File: config.mk
export PLATFORM = sky130hd
export DESIGN_NAME = pipe_ctrl
export DESIGN_NICKNAME = d
export VERILOG_FILES = /design/src/rtl/pipe_ctrl_pkg.sv /design/src/rtl/pipe_ctrl_hazard_detect.sv /design/src/rtl/pipe_ctrl.sv
export SDC_FILE = /design/constraint.sdc
export NUM_CORES = 1
export LEC_CHECK = 0
export CORE_UTILIZATION = 45
export CTS_CLUSTER_DIAMETER = 80
export DETAILED_ROUTE_END_ITERATION = 8
export PLACE_DENSITY = 0.8
export SLEW_MARGIN = 10
export SYNTH_ARGS = -nofsm -noshare
export SYNTH_HDL_FRONTEND = slang
export SYNTH_SLANG_ARGS = --single-unit
export TNS_END_PERCENT = 30
File: constraint.sdc
create_clock -name clk_i -period 4.5 [get_ports clk_i]
set_input_delay 0.45 -clock clk_i [delete_from_list [all_inputs] [get_ports clk_i]]
set_output_delay 0.45 -clock clk_i [all_outputs]
set_load 0.05 [all_outputs]
File: src/rtl/pipe_ctrl_pkg.sv
// Shared pipeline-control definitions: FSM encoding, fixed stage indices and
// default sizing for the in-order core pipeline.
package pipe_ctrl_pkg;

  localparam int DEF_NUM_STAGES = 5;
  localparam int DEF_EX_STAGE   = 2;
  localparam int DEF_MEM_STAGE  = 3;
  localparam int DEF_RADDR_W    = 5;
  localparam int DEF_CNT_W      = 16;

  localparam int STG_FETCH = 0;
  localparam int STG_DEC   = 1;

  typedef enum logic [1:0] {
    ST_RUN        = 2'd0,
    ST_FLUSH      = 2'd1,
    ST_LOAD_STALL = 2'd2,
    ST_MEM_WAIT   = 2'd3
  } pipe_state_e;

endpackage

File: src/rtl/pipe_ctrl_hazard_detect.sv
// Load-use comparator: decode sources against the EX-stage load destination.
module hazard_detect
  import pipe_ctrl_pkg::*;
#(
  parameter int RADDR_W = DEF_RADDR_W
) (
  input  logic               dec_valid,
  input  logic               ex_valid,
  input  logic               ex_load,
  input  logic [RADDR_W-1:0] ex_rd_addr,
  input  logic [RADDR_W-1:0] rs1_addr,
  input  logic [RADDR_W-1:0] rs2_addr,
  input  logic [1:0]         rs_used,
  output logic               load_use
);

  logic rs1_hit, rs2_hit;

  assign rs1_hit  = rs_used[0] && (rs1_addr == ex_rd_addr);
  assign rs2_hit  = rs_used[1] && (rs2_addr == ex_rd_addr);
  // x0 is hardwired, so a load targeting it never creates a dependency
  assign load_use = dec_valid && ex_valid && ex_load && (ex_rd_addr != '0) &&
                    (rs1_hit || rs2_hit);

endmodule

File: src/rtl/pipe_ctrl.sv
// Pipeline controller: per-stage valid tracking, stall/flush generation for
// memory wait, taken branch and load-use, plus saturating event counters.
module pipe_ctrl
  import pipe_ctrl_pkg::*;
#(
  parameter int NUM_STAGES = DEF_NUM_STAGES,
  parameter int EX_STAGE   = DEF_EX_STAGE,
  parameter int MEM_STAGE  = DEF_MEM_STAGE,
  parameter int RADDR_W    = DEF_RADDR_W,
  parameter int CNT_W      = DEF_CNT_W
) (
  input  logic                  clk_i,
  input  logic                  reset_i,
  input  logic                  fetch_valid_i,
  input  logic                  branch_en_i,
  input  logic [RADDR_W-1:0]    dec_rs1_addr_i,
  input  logic [RADDR_W-1:0]    dec_rs2_addr_i,
  input  logic [1:0]            dec_rs_used_i,
  input  logic [RADDR_W-1:0]    ex_rd_addr_i,
  input  logic                  ex_load_i,
  input  logic                  mem_req_i,
  input  logic                  mem_ready_i,
  output logic [NUM_STAGES-1:0] stage_valid_o,
  output logic [NUM_STAGES-1:0] stall_o,
  output logic [NUM_STAGES-1:0] flush_o,
  output logic [1:0]            state_o,
  output logic [CNT_W-1:0]      stall_cnt_o,
  output logic [CNT_W-1:0]      flush_cnt_o
);

  pipe_state_e           state_q, state_d;
  logic [NUM_STAGES-1:0] vld_q, vld_d, adv;
  logic [NUM_STAGES-1:0] stall_raw, flush;
  logic [CNT_W-1:0]      stall_cnt_q, flush_cnt_q;
  logic                  mem_wait, branch_acc, load_use, load_take;

  hazard_detect #(.RADDR_W(RADDR_W)) u_hazard (
    .dec_valid  (vld_q[STG_DEC]),
    .ex_valid   (vld_q[EX_STAGE]),
    .ex_load    (ex_load_i),
    .ex_rd_addr (ex_rd_addr_i),
    .rs1_addr   (dec_rs1_addr_i),
    .rs2_addr   (dec_rs2_addr_i),
    .rs_used    (dec_rs_used_i),
    .load_use   (load_use)
  );

  // Priority: mem wait masks a branch (EX keeps presenting it), branch masks load-use
  assign mem_wait   = vld_q[MEM_STAGE] && mem_req_i && !mem_ready_i;
  assign branch_acc = vld_q[EX_STAGE] && branch_en_i && !mem_wait;
  assign load_take  = load_use && !mem_wait && !branch_acc;

  always_comb begin
    state_d   = ST_RUN;
    stall_raw = '0;
    flush     = '0;
    if (reset_i) begin
      flush = '1;
    end else begin
      // one redirect bubble into fetch the cycle after a taken branch
      if (state_q == ST_FLUSH) flush[STG_FETCH] = 1'b1;
      if (mem_wait) begin
        state_d = ST_MEM_WAIT;
        for (int k = 0; k < NUM_STAGES; k++) begin
          if (k <= MEM_STAGE)    stall_raw[k] = 1'b1;
          if (k == MEM_STAGE + 1) flush[k]    = 1'b1;
        end
      end else if (branch_acc) begin
        state_d = ST_FLUSH;
        for (int k = 0; k < NUM_STAGES; k++) begin
          if (k <= EX_STAGE) flush[k] = 1'b1;
        end
      end else if (load_take) begin
        state_d              = ST_LOAD_STALL;
        stall_raw[STG_FETCH] = 1'b1;
        stall_raw[STG_DEC]   = 1'b1;
        flush[EX_STAGE]      = 1'b1;
      end
    end
  end

  assign stall_o = stall_raw & ~flush;
  assign flush_o = flush;

  assign adv   = {vld_q[NUM_STAGES-2:0], fetch_valid_i};
  assign vld_d = (adv & ~stall_o & ~flush) | (vld_q & stall_o);

  always_ff @(posedge clk_i) begin
    if (reset_i) begin
      state_q     <= ST_RUN;
      vld_q       <= '0;
      stall_cnt_q <= '0;
      flush_cnt_q <= '0;
    end else begin
      state_q <= state_d;
      vld_q   <= vld_d;
      if ((|stall_o) && (stall_cnt_q != '1)) stall_cnt_q <= stall_cnt_q + 1'b1;
      if (branch_acc && (flush_cnt_q != '1)) flush_cnt_q <= flush_cnt_q + 1'b1;
    end
  end

  assign stage_valid_o = vld_q;
  assign state_o       = state_q;
  assign stall_cnt_o   = stall_cnt_q;
  assign flush_cnt_o   = flush_cnt_q;

endmodule

* After elaboration in Yosys (flattened, before gate mapping)
Index checks and enable logic that the tools add are counted.
Word-level totals: flip-flop bits (word level) 39, bits in latches 0, memory bits (writable) 0, ROM bits 0, bits of input ports 24, word-level logic and storage cells 55, memories kept 0
Cells by class: add/subtract/negate cells 2, multiply operators 0, div/mod/pow operators 0, order comparisons 0, equal/unequal tests 5, shifts and indexed selects 0, muxes and demuxes 17, bitwise operators 7, reduce and logical (&&, ||, !) cells 20
Operator list (number):
- $add A16 B1 Y16 const B | 2
- $ne A16 B16 Y1 const B | 2
- $mux W2 | 8
- $and A5 B5 Y5 | 3
- $logic_and A1 B1 Y1 | 14
- $eq A5 B5 Y1 | 2
- $not A5 Y5 | 2
- $mux W1 | 6
- $mux W3 | 2
- $and A4 B5 Y5 | 1
- $or A5 B5 Y5 | 1
- $reduce_bool A5 Y1 | 1
- $reduce_or A5 Y1 | 1
- $mux W4 | 1
- $logic_not A1 Y1 | 3
- $eq A2 B1 Y1 const B | 1
- $logic_or A1 B1 Y1 | 1

* Depth between registers and ports, before layout
depth in word-level cells 16, depth in mapped cells 10

* By module
A second synthesis with hierarchy kept.
Unflattened totals: cell total of the unflattened synthesis 240, area, all modules 2089.5 um2
Modules (own cells, without submodules):
- pipe_ctrl | instances 1, cells each 223, area an instance 1958.1 um2, sequential area each 780.7 um2
- hazard_detect | instances 1, cells each 17, area an instance 131.4 um2, sequential area each 0.0 um2

* Worst setup path before layout
OpenSTA, ideal clock, no wires.
kind register to output, start point register vld_q[3] (netlist: stage_valid_o[3]), end point output stall_o[0], arrival 2937 ps, required time 4050 ps, slack 1113 ps, cell stages (with the launch flop) 8, buffers on the path 2, cells stage by stage dfxtp_1 nand3b_4 nor2_1 a21oi_2 buf_6 buf_2 inv_1 o21a_1
On the way: cells in the longest elaborated chain, start to end 11, elaborated cells on any way between the ends 16
Ends and longest elaborated chain:
- from (decl) | RTL line pipe_ctrl.sv:32 | logic [NUM_STAGES-1:0] vld_q, vld_d, adv;
- from (signal assigned) | RTL line pipe_ctrl.sv:96 | vld_q <= vld_d;
- $logic_and A1 B1 Y1 * (2 in a row) | RTL line pipe_ctrl.sv:49 | assign mem_wait = vld_q[MEM_STAGE] && mem_req_i && !mem_ready_i;
- $logic_not A1 Y1 | RTL line pipe_ctrl.sv:50, pipe_ctrl.sv:51
- $logic_and A1 B1 Y1 | RTL line pipe_ctrl.sv:50 | assign branch_acc = vld_q[EX_STAGE] && branch_en_i && !mem_wait;
- $logic_not A1 Y1 | RTL line pipe_ctrl.sv:51 | assign load_take = load_use && !mem_wait && !branch_acc;
- $logic_and A1 B1 Y1 | RTL line pipe_ctrl.sv:51
- $mux W2 | RTL line pipe_ctrl.sv:73 | end else if (load_take) begin
- $mux W2 | RTL line pipe_ctrl.sv:68 | end else if (branch_acc) begin
- $mux W2 | RTL line pipe_ctrl.sv:62 | if (mem_wait) begin
- $mux W4 | RTL line pipe_ctrl.sv:57 | if (reset_i) begin
- $and A4 B5 Y5 * | RTL line pipe_ctrl.sv:82 | assign stall_o = stall_raw & ~flush;
- to (decl) | RTL line pipe_ctrl.sv:24 | output logic [NUM_STAGES-1:0] stall_o,
Mark *: on every way between the ends. The rest lies on a longest branch, timed or not.

* Worst setup path after layout
start point input reset_i, end point output stall_o[0]
On the way: cells in the longest elaborated chain, start to end 3, elaborated cells on any way between the ends 4
Ends and longest elaborated chain:
- from (decl) | RTL line pipe_ctrl.sv:13 | input logic reset_i,
- $mux W3 | RTL line pipe_ctrl.sv:57
- $not A5 Y5 | RTL line pipe_ctrl.sv:82
- $and A4 B5 Y5 * | RTL line pipe_ctrl.sv:82
Marks and branches as above.

==> results.yml <==
run_status:
  run_status: "finished, violations left"
  violations: "DRC"
cells_and_area:
  stdcell_area_um2: 2899
  drive_above_1_share_pct: 6.051
  filler_cell_count: 405
  nNetsFinal: 339
  syn_to_final_growth_pct: 36.62
  stdcell_count: 366
  diodes: 0
floorplanning:
  design.core.area_um2: 4444
  ioPinCount: 73
  rows: 24
  start_util_pct: 47.75
  dieWidth_um: 70.67
  die_y_um: 70.67
  die-area_um2: 4994
pwr:
  vdd_ir_drop_max_uv: 181.8
  powerDensity_nw_per_um2: 236.9
  p_leak_nw: 1.038
sta:
  fin_ws_ps: 1316
  hold_viol: 0
  rsz0062_at_grt: "false"
  setup_violations: 0
  tightest_slew_ps: 846.7
  max_freq_mhz: 314.1
  skew_ps: 7.967
  min_period_ps: 3184
  fin_tns_setup_ps: 0
  drv_slew: 0
  holdWs_ps: 508.9
  max_slew_margin_pct: 43.55
  fin_crit_sh_pct: 70.75
clock_tree:
  htree_levels: 2
  cts.clk_slew.worst_paths_ps: 70
  cts-root-buf: "clkbuf_8"
  cts_resized: 0
  cts_buffer_depth: 2
  clock_latency_ps: 290
  cts_tree: "yes"
  postCtsSetupBuffers: 0
  holdBufCountCts: 0
  cts_inserted_buffers: 5
  clock_sinks: 39
synthesis:
  synth_cell_type_count: 45
  ys_ff_latch: 39
  netlist_area_um2: 2122
  synth_edf_count: 0
  syn_nets: 277
  ys.flop_type: "dfxtp_1"
  ys_warn_count: 0
  synth.top_cell.area_share_pct: 36.79
  yosysSeqAreaShare_pct: 36.79
  synth_area_leaders: "dfxtp_1 (37%), xnor2_1 (6.2%), nor2_1 (5.7%)"
  postSynthAreaPerCell_um2: 8.454
  synth_top_cell_by_area: "dfxtp_1"
  syn-instance-count: 251
  async_reset_ff_share_pct: 0
worst_setup_path:
  cp.required_ps: 4050
  max_stage_delay_ps: 790
  criticalPathCategory: "in2out"
  crit_slowest_cell: "clkdlybuf4s50_1"
  path_common_cell: "clkdlybuf4s50_1"
  cp_cell_sequence: "clkdlybuf4s50_1 -> a31oi_4 -> and2_4 -> a21oi_2 -> inv_1 -> o21a_1 -> clkdlybuf4s50_1"
  critPathCaptureType: "primary output"
  startpoint_type: "input port"
  cp_data_arrival_time_ps: 2730
  cp_max_fo: 14
detailed_routing:
  dr.pass1.iters: 6
  route.top_layer_used: "met4"
  wl_per_cell_um: 14.20
  num_vias: 2062
  drt-initial-drc-count: 82
  wl_met1_mm: 2.261
  dr_wl_met3_um: 286
  drt_wl_total_mm: 5.199
  drc: 8
  vias_per_cell: 5.634
  wl_met2_mm: 2.549
  ant_nets: 0
worst_hold_path:
  min_path_type: "reg2reg"
grt:
  grtUsageTotal_pct: 21.69
  grt_pass1_vias: 1917
  antenna_found_initial: 0
  grt_start_max_net_pins: 32
  overflow: 0
  grt_pass1_wl_mm: 8.645
placement:
  port_buffers: 71
  placed_area_um2: 2799
  dp_hpwl_mm: 3.868
  preCtsSetupSlack_ps: 1305
  dp_cells: 358
  gp_congestion: 0.7884
flow_run:
  drv_cap: 0
-- kinds of logic after synthesis --
family / count (synthesis) / share of synthesized area [%]
buffers and inverters: 26 / 6.781
adders and majority gates: 2 / 1.179
muxes: 6 / 3.007
other: 1 / 0.1767
AOI/OAI and AO/OA: 40 / 13.92
xor gates and xnor gates: 24 / 9.906
and+or+nand+nor: 113 / 28.24
DFF: 39 / 36.79
-- metrics by stage --
step | power, mW | util (%)
2_1_floorplan | 0.4006 | -
3_3_place_gp | 0.4350 | 62.98
3_5_place_dp | 0.4361 | 62.98
4_1_cts | 0.6953 | 65.23
5_1_grt | 0.7161 | 65.23
6_report | 0.6869 | 65.23
-- report_power, final --
group / switching [mW] / total (mW) / internal [mW] / leakage (nW)
sequential: 0.00215 / 0.349 / 0.347 / 0.315
combinational: 0.0423 / 0.0790 / 0.0366 / 0.672
clock: 0.119 / 0.259 / 0.140 / 0.0515
-- cell usage in the layout, fill, tap and decap left out, types with 4 or more instances in the layout --
cell              n
a21oi_1          12
and3_1            8
clkbuf_8          7
clkdlybuf4s50_1  71
dfxtp_1          39
inv_1             8
nand2_1          18
nand3_1          12
nand4_1          14
nor2_1           32
nor4_1            4
o21a_1            4
o21ai_0           4
o31ai_1           7
or4_1             7
xnor2_1          15
xor2_1            9
-- critical path: cells and delay by family --
kind                   cells  cell delay, ps
buffers and inverters      3            1560
AO/OA/AOI/OAI              3             520
AND/OR/NAND/NOR            1             200
-- routing by layer --
metal | track usage, % | vias to the layer above
met5 | 0 | -
met4 | 7.333 | 0
met3 | 5.983 | 10
met2 | 38.62 | 54
met1 | 25.18 | 977
li1 | - | 1021
-- cell usage after synthesis, types with 4 or more instances --
| master | number |
|---|---|
| dfxtp_1 | 39 |
| o21ai_0 | 4 |
| nand2_1 | 18 |
| inv_1 | 8 |
| buf_4 | 5 |
| xor2_1 | 9 |
| nand4_1 | 14 |
| and3_1 | 8 |
| a21oi_1 | 12 |
| nand3_1 | 12 |
| clkbuf_1 | 6 |
| buf_2 | 4 |
| o31ai_1 | 7 |
| xnor2_1 | 15 |
| or4_1 | 7 |
| nor4_1 | 4 |
| o21a_1 | 4 |
| nor2_1 | 32 |
-- area by class of cell --
| cell class | count | area [µm²] | share of cell area, % |
|---|---|---|---|
| tap | 52 | 65.06 | 2.244 |
| multi-input combinational | 186 | 1197 | 41.30 |
| clock buffer | 8 | 100.1 | 3.453 |
| inverter | 8 | 30.03 | 1.036 |
| timing repair buffer | 73 | 725.7 | 25.03 |
| sequential | 39 | 780.7 | 26.93 |
-- state kept, by name, summed over array words and instances, names as in the netlist --
signal	count
flush_cnt_o	16
stage_valid_o	5
stall_cnt_o	16
state_o	2
-- final timing paths --
check,start,endpoint,slack (ps),cells past startpoint
max reg2reg,stall_cnt_o[2]$_SDFFE_PP0P_,stall_cnt_o[10]$_SDFFE_PP0P_,2100,6
max,reset_i,stall_o[0],1320,7
min,stall_cnt_o[5]$_SDFFE_PP0P_,stall_cnt_o[5]$_SDFFE_PP0P_,510,2
min reg2reg,stall_cnt_o[5]$_SDFFE_PP0P_,stall_cnt_o[5]$_SDFFE_PP0P_,510,2
Power figures use the tool's default switching activity.
